[src/rtl/fnd_scan_ctrl.sv]
// N-digit 7-segment scan controller: prescaler, digit select, blink, active-low anodes, registered BCD/dot.
// Optional leading-zero suppression is enabled with `define FND_LEADING_ZERO_BLANK_EN.
module fnd_scan_ctrl #(
  parameter int NUM_DIGITS = 4,
  parameter int CLK_HZ     = 100_000_000,
  parameter int SCAN_HZ    = 1000,
  parameter int BLINK_DIV  = 500,
  localparam int SEL_W     = $clog2(NUM_DIGITS)
) (
  input  logic                      clk,
  input  logic                      reset,
  input  logic                      en,
  input  logic [4*NUM_DIGITS-1:0]   digits_in,
  input  logic [NUM_DIGITS-1:0]     dot_mask,
  input  logic [NUM_DIGITS-1:0]     blink_mask,
  output logic [NUM_DIGITS-1:0]     fnd_com,
  output logic [3:0]                bcd,
  output logic                      dot,
  output logic [SEL_W-1:0]          sel
);

  localparam int DIV = CLK_HZ / SCAN_HZ;
  localparam int PW  = $clog2(DIV);
  localparam int BW  = (BLINK_DIV > 1) ? $clog2(BLINK_DIV) : 1;

  logic [PW-1:0]         presc_q, presc_d;
  logic [SEL_W-1:0]      sel_q, sel_d;
  logic [BW-1:0]         blink_cnt_q, blink_cnt_d;
  logic                  blink_phase_q, blink_phase_d;
  logic [NUM_DIGITS-1:0] fnd_com_q, fnd_com_d;
  logic [3:0]            bcd_q, bcd_d;
  logic                  dot_q, dot_d;

  logic tick;
  logic blink_wrap;

  always_comb begin
    tick          = (presc_q == PW'(DIV - 1));
    blink_wrap    = (blink_cnt_q == BW'(BLINK_DIV - 1));
    presc_d       = tick ? '0 : presc_q + 1'b1;
    sel_d         = sel_q;
    blink_cnt_d   = blink_cnt_q;
    blink_phase_d = blink_phase_q;
    if (tick) begin
      sel_d         = (sel_q == SEL_W'(NUM_DIGITS - 1)) ? '0 : sel_q + 1'b1;
      blink_cnt_d   = blink_wrap ? '0 : blink_cnt_q + 1'b1;
      blink_phase_d = blink_phase_q ^ blink_wrap;
    end
  end

  logic [NUM_DIGITS-1:0] lz_sup;

`ifdef FND_LEADING_ZERO_BLANK_EN
  // Walk from the most significant digit; the first nonzero or dotted digit ends suppression.
  logic lz_run;
  always_comb begin
    lz_sup = '0;
    lz_run = 1'b1;
    for (int unsigned k = NUM_DIGITS - 1; k >= 1; k--) begin
      if (lz_run && (digits_in[4*k +: 4] == 4'h0) && !dot_mask[k]) begin
        lz_sup[k] = 1'b1;
      end else begin
        lz_run = 1'b0;
      end
    end
  end
`else
  assign lz_sup = '0;
`endif

  logic [3:0] cur_bcd;
  logic       cur_dot;
  logic       cur_blank;

  always_comb begin
    cur_bcd   = 4'hF;
    cur_dot   = 1'b0;
    cur_blank = 1'b0;
    fnd_com_d = '1;
    for (int unsigned k = 0; k < NUM_DIGITS; k++) begin
      if (sel_q == SEL_W'(k)) begin
        cur_bcd   = digits_in[4*k +: 4];
        cur_dot   = dot_mask[k];
        cur_blank = (blink_mask[k] && blink_phase_q) || lz_sup[k];
        fnd_com_d[k] = !en;
      end
    end
    bcd_d = (!en || cur_blank) ? 4'hF : cur_bcd;
    dot_d = en && !cur_blank && cur_dot;
  end

  always_ff @(posedge clk or posedge reset) begin
    if (reset) begin
      presc_q       <= '0;
      sel_q         <= '0;
      blink_cnt_q   <= '0;
      blink_phase_q <= 1'b0;
      fnd_com_q     <= '1;
      bcd_q         <= 4'hF;
      dot_q         <= 1'b0;
    end else begin
      presc_q       <= presc_d;
      sel_q         <= sel_d;
      blink_cnt_q   <= blink_cnt_d;
      blink_phase_q <= blink_phase_d;
      fnd_com_q     <= fnd_com_d;
      bcd_q         <= bcd_d;
      dot_q         <= dot_d;
    end
  end

  assign fnd_com = fnd_com_q;
  assign bcd     = bcd_q;
  assign dot     = dot_q;
  assign sel     = sel_q;

endmodule

[config.mk]
export PLATFORM = sky130hd
export DESIGN_NAME = fnd_scan_ctrl
export DESIGN_NICKNAME = d
export VERILOG_FILES = /design/src/rtl/fnd_scan_ctrl.sv
export SDC_FILE = /design/constraint.sdc
export NUM_CORES = 1
export LEC_CHECK = 0
export ABC_AREA = 0
export BUFFER_PORTS_ARGS = -buffer_cell sky130_fd_sc_hd__buf_2
export CORE_MARGIN = 8
export CORE_UTILIZATION = 25
export DETAILED_ROUTE_END_ITERATION = 6
export SLEW_MARGIN = 20
export SYNTH_ARGS = -nofsm -noshare
export SYNTH_HDL_FRONTEND = slang
export SYNTH_SLANG_ARGS = --single-unit
[constraint.sdc]
create_clock -name clk -period 1.8 [get_ports clk]
set_clock_uncertainty 0.05 [all_clocks]
set_input_delay 0.09 -clock clk [delete_from_list [all_inputs] [get_ports clk]]
set_output_delay 0.09 -clock clk [all_outputs]
set_load 0.01 [all_outputs]
==> metrics.txt, run 1 <==
reg2reg setup slack=about 83 ps; Async SR Flop Fraction=between 90% and 100%; critical-path maximum fanout=6; Post-Syn Area=slightly below 2000 um2; ys flop type=dfrtp_1; DRT antenna net count=0; Iter 0 DRT Violations=95; Die Wd=~110 um; worst hold path type=input port to register; slew margin rel.=between 60% and 70%; Worst-Margin Slew=around 470 ps; CP Class=register to register; number of synthesized flops with an enable pin=0; cell area power density=673 nW/um2; Peak VDD IR=~0.00029 V; post-synthesis sequential area ratio=48.5%; diodes inserted=0; initial antenna violation count=0; count leader, synth=dfrtp_1; GPL Wtd Cong=0.827; count of pins over their slew limit=0; Synthesized Nets=around 230; clock latency on the worst-skew pair=a little under 300 ps; pin count of the biggest net entering global routing=39; Leak=approximately 1.2 nW; DP HPWL=3590 um; Yosys warning count=0; CP peak stage delay=about 400 ps; dpl ws=~21 ps; Core ar.=just under 8000 um2; Num CTS Buffers=5; port buffer count=37; share of cells above drive strength 1=between 30% and 40%; routed vias/inst=4.73; cells along the critical path=ha_4 > and4_4 > nand4_1 > buf_4 > or3_1 > o21ai_0; # rows=32; fin nets=about 300; CP Launch Point=presc_q[1]; clock sinks=38; hold path startpoint=digits_in[14]; R2R Path Start=presc_q[1]; Bufs on Longest Clock Path=2; worst hold slack=around 11 ps; vias in the first global route=between 1.5k and 2k; H-tree Lvls=2; Synth Instances=200; drt wl/cell=~13 um; clock root cell=clkbuf_8; DRT Pass-1 Iters=4; post-synthesis cell type count=39; Final WS setup=between 80 and 90 ps; Final Hold Viols=0; Synth area leader=dfrtp_1; Critical-path top delay cell=dfrtp_1; GRT Util Overall=9.11%; Yosys top cell area share=37.9%; area grow syn2layout=36.0%; Worst EP arrival=about 1900 ps; Die H=between 100 and 150 um; Vias=1,741; first-pass GRT wire length=~8400 um; Synth Area per Inst=9.91 um2; min Tclk post-route=between 1500 and 2000 ps; # IOs=38; Synth top cells by count=dfrtp_1 (30), nand2_1 (18), nand3_1 (14), o21ai_0 (14), nand4_1 (11); Max Cap Viol=0; CTS tree=yes; endpoint of the worst hold path=bcd[2]; Finish-stage setup viols=0; Worst Setup Start Kind=register; post-synthesis register bit count=38; reg2reg end=sel[0]; # DRC=0; status=finished, final reports clean; CP endpoint kind=register; post-route design area=2700 um2; required time of the critical path=between 1500 and 2000 ps; largest cells by area after synthesis=dfrtp_1 (38%), dfstp_2 (11%), xnor2_1 (4.4%), ha_1 (3.8%), nand3_1 (3.5%); Placed Area=between 2000 and 2500 um2; Worst Reg-to-Reg Cells=6; die area=around 11,000 um2; Peak Freq=582 MHz; total gr overflow=0; clk slew on worst S/H paths=~80 ps; WL final=4800 um; Starting Density=25.8%; power after layout=1.81 mW; WHS Path Cells=3; RSZ-0062 raised after global routing=yes; fin crit share=between 90% and 100%
-- worst max-delay path by stage --
stage / cells after the start / slack [ps] / to
6_report: 6 / 80 / sel[0]
5_1_grt: 5 / -30 / sel[0]
4_1_cts: 6 / 0.1 / dot
3_5_place_dp: 6 / 20 / dot
3_3_place_gp: 6 / 90 / dot
2_1_floorplan: 6 / 90 / blink_cnt_q[7]
-- kinds of logic after synthesis --
family	synth area share, %
flops	48.5
fa+ha+maj	3.79
buf+inv	3.35
compound gates	13.1
xor+xnor	6.19
simple gates	25.1
-- cells in the final DEF, fill, tap and decap left out, types with 5 or more instances in the layout --
cell type,synthesis,final
buf_4,0,26
buf_2,2,37
o31ai_1,9,7
nand4_1,11,11
xnor2_1,10,10
nand2_1,18,18
nor2_1,8,8
o21ai_0,14,13
clkbuf_8,0,5
a21oi_1,9,9
dfrtp_1,30,29
inv_1,9,9
dfstp_2,8,8
nand3_1,14,14
ha_1,6,5
-- critical path: cells and delay by family, from the launching register on --
kind	cells	cell delay (ps)
AND/OR/NAND/NOR	3	720
AO/OA/AOI/OAI	1	70
flip-flops	1	410
buffers and inverters	1	220
adder cells (fa/ha/maj)	1	170
-- per-layer routing --
| metal | vias to the layer above | GRT usage, % | share of wire (%) |
|---|---|---|---|
| met2 | 41 | 14.5 | 48 |
| met3 | 4 | 2.89 | 5.7 |
| li1 | 858 | - | - |
| met5 | - | 0 | 0 |
| met1 | 838 | 11.4 | 46 |
| met4 | 0 | 3.06 | 0.81 |
-- state kept, by name (all words and copies together), names as in the netlist --
signal         flops
presc_q           17
blink_cnt_q        9
bcd                4
fnd_com            4
sel                2
blink_phase_q      1
dot                1
-- repair_timing --
action                                  4_1_cts  5_1_grt
endpoints found under the setup margin        0       17
gates resized for setup                       0       14
hold endpoints to repair                     37        0
buffers inserted                              0        3
hold buffers                                  3        0
-- stage by stage --
stage	TNS, ps	instances	util, %
2_1_floorplan	0	200	-
3_3_place_gp	0	354	31.7
3_5_place_dp	0	354	31.7
4_1_cts	0	365	33.9
5_1_grt	-27.7	368	35.1
6_report	0	368	35.1
-- final cells by class --
class                      instances  area (um2)
clock inverter                     3        68.8
inverter                           9        33.8
timing repair buffer              66         410
clock buffer                       5        68.8
multi-input combinational        145        1020
fill                             797        4990
tap                              102         128
sequential                        38         962
-- power breakdown --
part           leakage, nW  switching (mW)  total [mW]  internal [mW]
Combinational        0.625          0.0424      0.0813         0.0389
Sequential           0.486         0.00147       0.866          0.865
Clock               0.0683           0.312       0.867          0.555
Note: power is estimated with default switching activity, not from simulation.
==> run 2: changes to the inputs <==
--- a/config.mk
+++ b/config.mk
@@ -9,6 +9,7 @@
 export BUFFER_PORTS_ARGS = -buffer_cell sky130_fd_sc_hd__buf_2
 export CORE_MARGIN = 8
 export CORE_UTILIZATION = 25
+export CTS_BUF_LIST = sky130_fd_sc_hd__clkbuf_16
 export DETAILED_ROUTE_END_ITERATION = 6
 export SLEW_MARGIN = 20
 export SYNTH_ARGS = -nofsm -noshare
==> run 2 against run 1 <==
Sequential share of layout area fell by 0.57 points. Critical endpoint unchanged. Final cell count unchanged. Setup slack better by 9.3 ps. Fmax grew 0.54%. Non-clock buffer count stayed put. Critical path type unchanged. Largest cell class unchanged. Clock power increased by 30%. Global-route usage down 0.23 points. Design area rose by 1.5%. Hold slack lost 0.70 ps. Register-to-register slack is essentially flat.
==> metrics.txt, run 2 (synthesis results as in run 1) <==
clock root cell=clkbuf_16; Final Util=between 30% and 40%; pin count of the biggest net entering global routing=39; count of pins over their slew limit=0; R2R Path Start=presc_q[8]; Max Cap Viol=0; Final Hold Viols=0; fin crit share=94.9%; Peak Freq=just under 600 MHz; DP HPWL=3590 um; Leak=~1.2 nW; Reg with most FFs=presc_q; hold path startpoint=digits_in[12]; cell area power density=758 nW/um2; total gr overflow=0; Worst EP arrival=around 1900 ps; Peak VDD IR=roughly 0.0004 V; port buffer count=37; # DRC=0; first-pass GRT wire length=approximately 8000 um; worst hold slack=approximately 11 ps; DRT antenna net count=0; drt wl/cell=roughly 13 um; share of cells above drive strength 1=between 30% and 40%; most frequent cells in the layout=buf_2 (37), dfrtp_1 (30), buf_4 (27); Num CTS Buffers=5; Worst Setup Start Kind=register; clock latency on the worst-skew pair=280 ps; Bufs on Longest Clock Path=2; Starting Density=25.8%; initial antenna violation count=0; Iter 0 DRT Violations=~110; slew margin rel.=slightly below 70%; clock sinks=38; WL final=about 4800 um; GPL Wtd Cong=between 0.8 and 0.9; Die Wd=105 um; Largest regs=presc_q x17, blink_cnt_q x9; fin nets=between 200 and 300; worst hold path type=input port to register; reg2reg setup slack=roughly 90 ps; required time of the critical path=~2000 ps; # rows=32; Vias=around 1.7k; Finish-stage setup viols=0; H-tree Lvls=2; most common cell after layout, fill and taps aside=buf_2; vias in the first global route=1,764; Worst-Margin Slew=between 400 and 500 ps; RSZ-0062 raised after global routing=yes; clk slew on worst S/H paths=approximately 60 ps; CTS tree=yes; CP Class=register to register; routed vias/inst=between 4 and 5; area grow syn2layout=38.0%; Core ar.=7690 um2; CP endpoint kind=register; Worst Reg-to-Reg Cells=5; diodes inserted=0; Fillers=between 700 and 800; critical-path maximum fanout=6; Die H=105 um; min Tclk post-route=1710 ps; WHS Path Cells=3; die area=11,000 um2; GRT Util Overall=a little under 9%; max reg flops=17; # IOs=38; status=finished, final reports clean; endpoint of the worst hold path=bcd[0]; DRT Pass-1 Iters=4; reg2reg end=sel[0]
## run 2: final cells by class
class | count | area (um2) | share of cell area [%]
clock buffer | 5 | 125 | 4.57
multi-input combinational | 145 | 1010 | 37.0
clock inverter | 3 | 68.8 | 2.52
timing repair buffer | 66 | 408 | 14.9
tap | 102 | 128 | 4.67
sequential | 38 | 961 | 35.1
inverter | 9 | 33.8 | 1.24
## run 2: metrics by stage
step	setup TNS (ps)	cell area [um2]	worst slack, ps	cells	power, mW
6_report	0	2740	91.8	368	2.07
5_1_grt	-29.1	2740	-29.1	368	2.15
2_1_floorplan	0	1980	86.1	200	0.915
3_3_place_gp	0	2430	87.7	354	0.959
4_1_cts	0	2650	4.90	364	2.10
3_5_place_dp	0	2430	20.8	354	0.961
## run 2: critical path, stage by stage, from the launching register on
cell	delay, ps
dfrtp_1	420
nor4b_4	320
nand4_1	240
buf_4	230
or3_1	300
o21ai_0	80
## run 2: worst max-delay path by stage
stage,from,endpoint,depth (start not counted)
after floorplan,presc_q[0],blink_cnt_q[7],6
final,presc_q[8],sel[0],5
after CTS,sel[0],dot,6
after global routing,presc_q[8],sel[0],5
after global placement,sel[0],dot,6
after detailed placement,sel[0],dot,6
## run 2: repair_timing
item / 4_1_cts / 5_1_grt
resized for setup: 0 / 13
hold endpoints to repair: 34 / 0
hold buffers: 2 / 0
buffers inserted: 0 / 4
setup endpoints to repair: 0 / 17
## run 2: power by group
part	switching (mW)	internal (mW)	leakage, nW
combinational	0.0421	0.0375	0.622
sequential	0.00147	0.866	0.488
clock	0.331	0.795	0.0940
## run 2: routing by layer
layer | global-route usage (%) | vias to the layer above | share of wire (%)
li1 | - | 863 | -
met1 | 11.2 | 839 | 47
met3 | 2.70 | 6 | 4.6
met2 | 14.2 | 26 | 48
met5 | 0 | - | 0
met4 | 2.85 | 0 | 0.88
==> run 3: changes to the inputs <==
--- a/config.mk
+++ b/config.mk
@@ -7,10 +7,13 @@
 export LEC_CHECK = 0
 export ABC_AREA = 0
 export BUFFER_PORTS_ARGS = -buffer_cell sky130_fd_sc_hd__buf_2
+export CELL_PAD_IN_SITES_DETAIL_PLACEMENT = 1
+export CELL_PAD_IN_SITES_GLOBAL_PLACEMENT = 1
 export CORE_MARGIN = 8
 export CORE_UTILIZATION = 25
 export CTS_BUF_LIST = sky130_fd_sc_hd__clkbuf_16
 export DETAILED_ROUTE_END_ITERATION = 6
+export PLACE_DENSITY_LB_ADDON = 0.1
 export SLEW_MARGIN = 20
 export SYNTH_ARGS = -nofsm -noshare
 export SYNTH_HDL_FRONTEND = slang
==> run 3 against run 2 <==
Non-clock buffer count rose by 2. Sequential cell count is the same. Register-to-register slack lost 90 ps. Final cell count grew 0.54%. Via count up 0.52%. Sequential power about the same. Clock power fell by 25%. Critical endpoint is now blink_cnt_q[7]. Highest routed layer unchanged.
==> metrics.txt, run 3 (synthesis results as in run 1) <==
Peak VDD IR=0.000355 V; Worst-Margin Slew=a little over 500 ps; worst hold path type=input port to register; most common cell after layout, fill and taps aside=buf_2; # DRC=0; DRT antenna net count=0; cell area power density=about 670 nW/um2; worst hold slack=roughly 4.9 ps; Die Wd=around 110 um; Largest regs=presc_q x17, blink_cnt_q x9; Placed Area=~2500 um2; required time of the critical path=1900 ps; Leak=1.19 nW; share of cells above drive strength 1=approximately 32%; critical-path maximum fanout=8; Core ar.=between 7000 and 8000 um2; sw frac=21.8%; Fillers=914; CTS tree=yes; # IOs=38; register area=roughly 960 um2; Vias=~1.7k; clock sinks=38; Final Hold Viols=0; fin crit share=about 100%; DP HPWL=between 4000 and 5000 um; Finish-stage setup viols=0; port buffer count=37; Die H=~110 um; DRT Pass-1 Iters=4; GPL Wtd Cong=just over 0.7; max reg flops=17; status=finished, final reports clean; die area=around 11,000 um2; first-pass GRT wire length=between 9000 and 10,000 um; pin count of the biggest net entering global routing=39; Peak Freq=roughly 560 MHz; min Tclk post-route=roughly 1800 ps; clock latency on the worst-skew pair=between 200 and 300 ps; clk slew on worst S/H paths=60 ps; Iter 0 DRT Violations=29; count of pins over their slew limit=0; # rows=32; Reg with most FFs=presc_q; clock root cell=clkbuf_16; area grow syn2layout=34.7%; vias in the first global route=1,855; Worst EP arrival=approximately 1900 ps; internal power=~1.4 mW; Gate power share=4.4%; Worst Setup Start Kind=register; GRT Util Overall=10.2%; diodes inserted=0; Num CTS Buffers=5; routed vias/inst=~4.7; CP endpoint kind=register; drt wl/cell=about 15 um; H-tree Lvls=2; footprint of the multi-input gates=988 um2; total gr overflow=0; Starting Density=25.8%; share of power burned in the clock network=a little under half; Psw=391 uW; WL final=5530 um; Flop pwr share=48.3%; Max Cap Viol=0; slew margin rel.=about two thirds; most frequent cells in the layout=buf_2 (37), dfrtp_1 (30), buf_4 (30); CP Class=register to register; initial antenna violation count=0; RSZ-0062 raised after global routing=yes; Bufs on Longest Clock Path=2; fin nets=300; post-route design area=2670 um2
## run 3: changes by cell type in the layout (fill, tap and decap cells not counted), sizes merged
| cell | change |
|---|---|
| clkinv | +1 |
| buf | +3 |
| dlygate4sd3 | -1 |
| inv | +1 |
| bufinv | -2 |
## run 3: worst paths after layout
path,from,endpoint,slack (ps),cells after the start
setup / recovery,presc_q[8],blink_cnt_q[7],0.7,5
hold / removal,en,fnd_com[0],5,2
setup reg to reg,presc_q[8],blink_cnt_q[7],0.7,5
hold reg to reg,blink_phase_q,blink_phase_q,430,1
max in group asynchronous,reset,bcd[0],900,4
min in group asynchronous,reset,presc_q[4],430,4
## run 3: stage by stage
step           utilization, %  power [mW]  setup TNS (ps)  instances  setup WS (ps)
2_1_floorplan               -       0.915               0        200           86.1
3_3_place_gp             32.1       0.963               0        358            115
3_5_place_dp             32.1       0.963               0        358           2.20
4_1_cts                  34.0        1.83               0        367           2.17
5_1_grt                  34.7        1.87           -97.7        370          -58.0
6_report                 34.7        1.79               0        370          0.709
## run 3: power by group through the flow
stage	Combinational, mW	Clock (mW)	Sequential [mW]
3_5_place_dp	0.0807	0	0.882
4_1_cts	0.0826	0.879	0.867
6_report	0.0787	0.848	0.867
2_1_floorplan	0.0288	0	0.887
3_3_place_gp	0.0804	0	0.882
5_1_grt	0.0910	0.913	0.868
## run 3: timing repair
| action | 4_1_cts | 5_1_grt |
|---|---|---|
| endpoints found under the hold margin | 30 | 0 |
| setup buffers | 0 | 3 |
| hold buffers | 1 | 0 |
| setup endpoints to repair | 1 | 7 |
| resized for setup | 1 | 6 |
| pin swaps | 0 | 3 |
## run 3: critical path: stages (launching register included)
cell and delay [ps]:
dfrtp_1 420, nor4b_4 330, nand4_1 200, buf_4 210
o41ai_4 330, o41ai_2 120
## run 3: cell type report
cell class,instances,area share [%]
multi-input combinational,145,37.0
tap,102,4.78
timing repair buffer,68,15.8
clock inverter,3,0.469
clock buffer,5,4.69
sequential,38,36.0
inverter,9,1.27
## run 3: per-layer routing
| layer | wire [um] | share of wire, % | up-vias | global-route usage (%) |
|---|---|---|---|---|
| met2 | 2950 | 53 | 22 | 18.1 |
| met1 | 2360 | 43 | 858 | 11.6 |
| met5 | 0 | 0 | - | 0 |
| met3 | 155 | 2.8 | 6 | 2.52 |
| li1 | - | - | 857 | - |
| met4 | 62 | 1.1 | 0 | 3.36 |
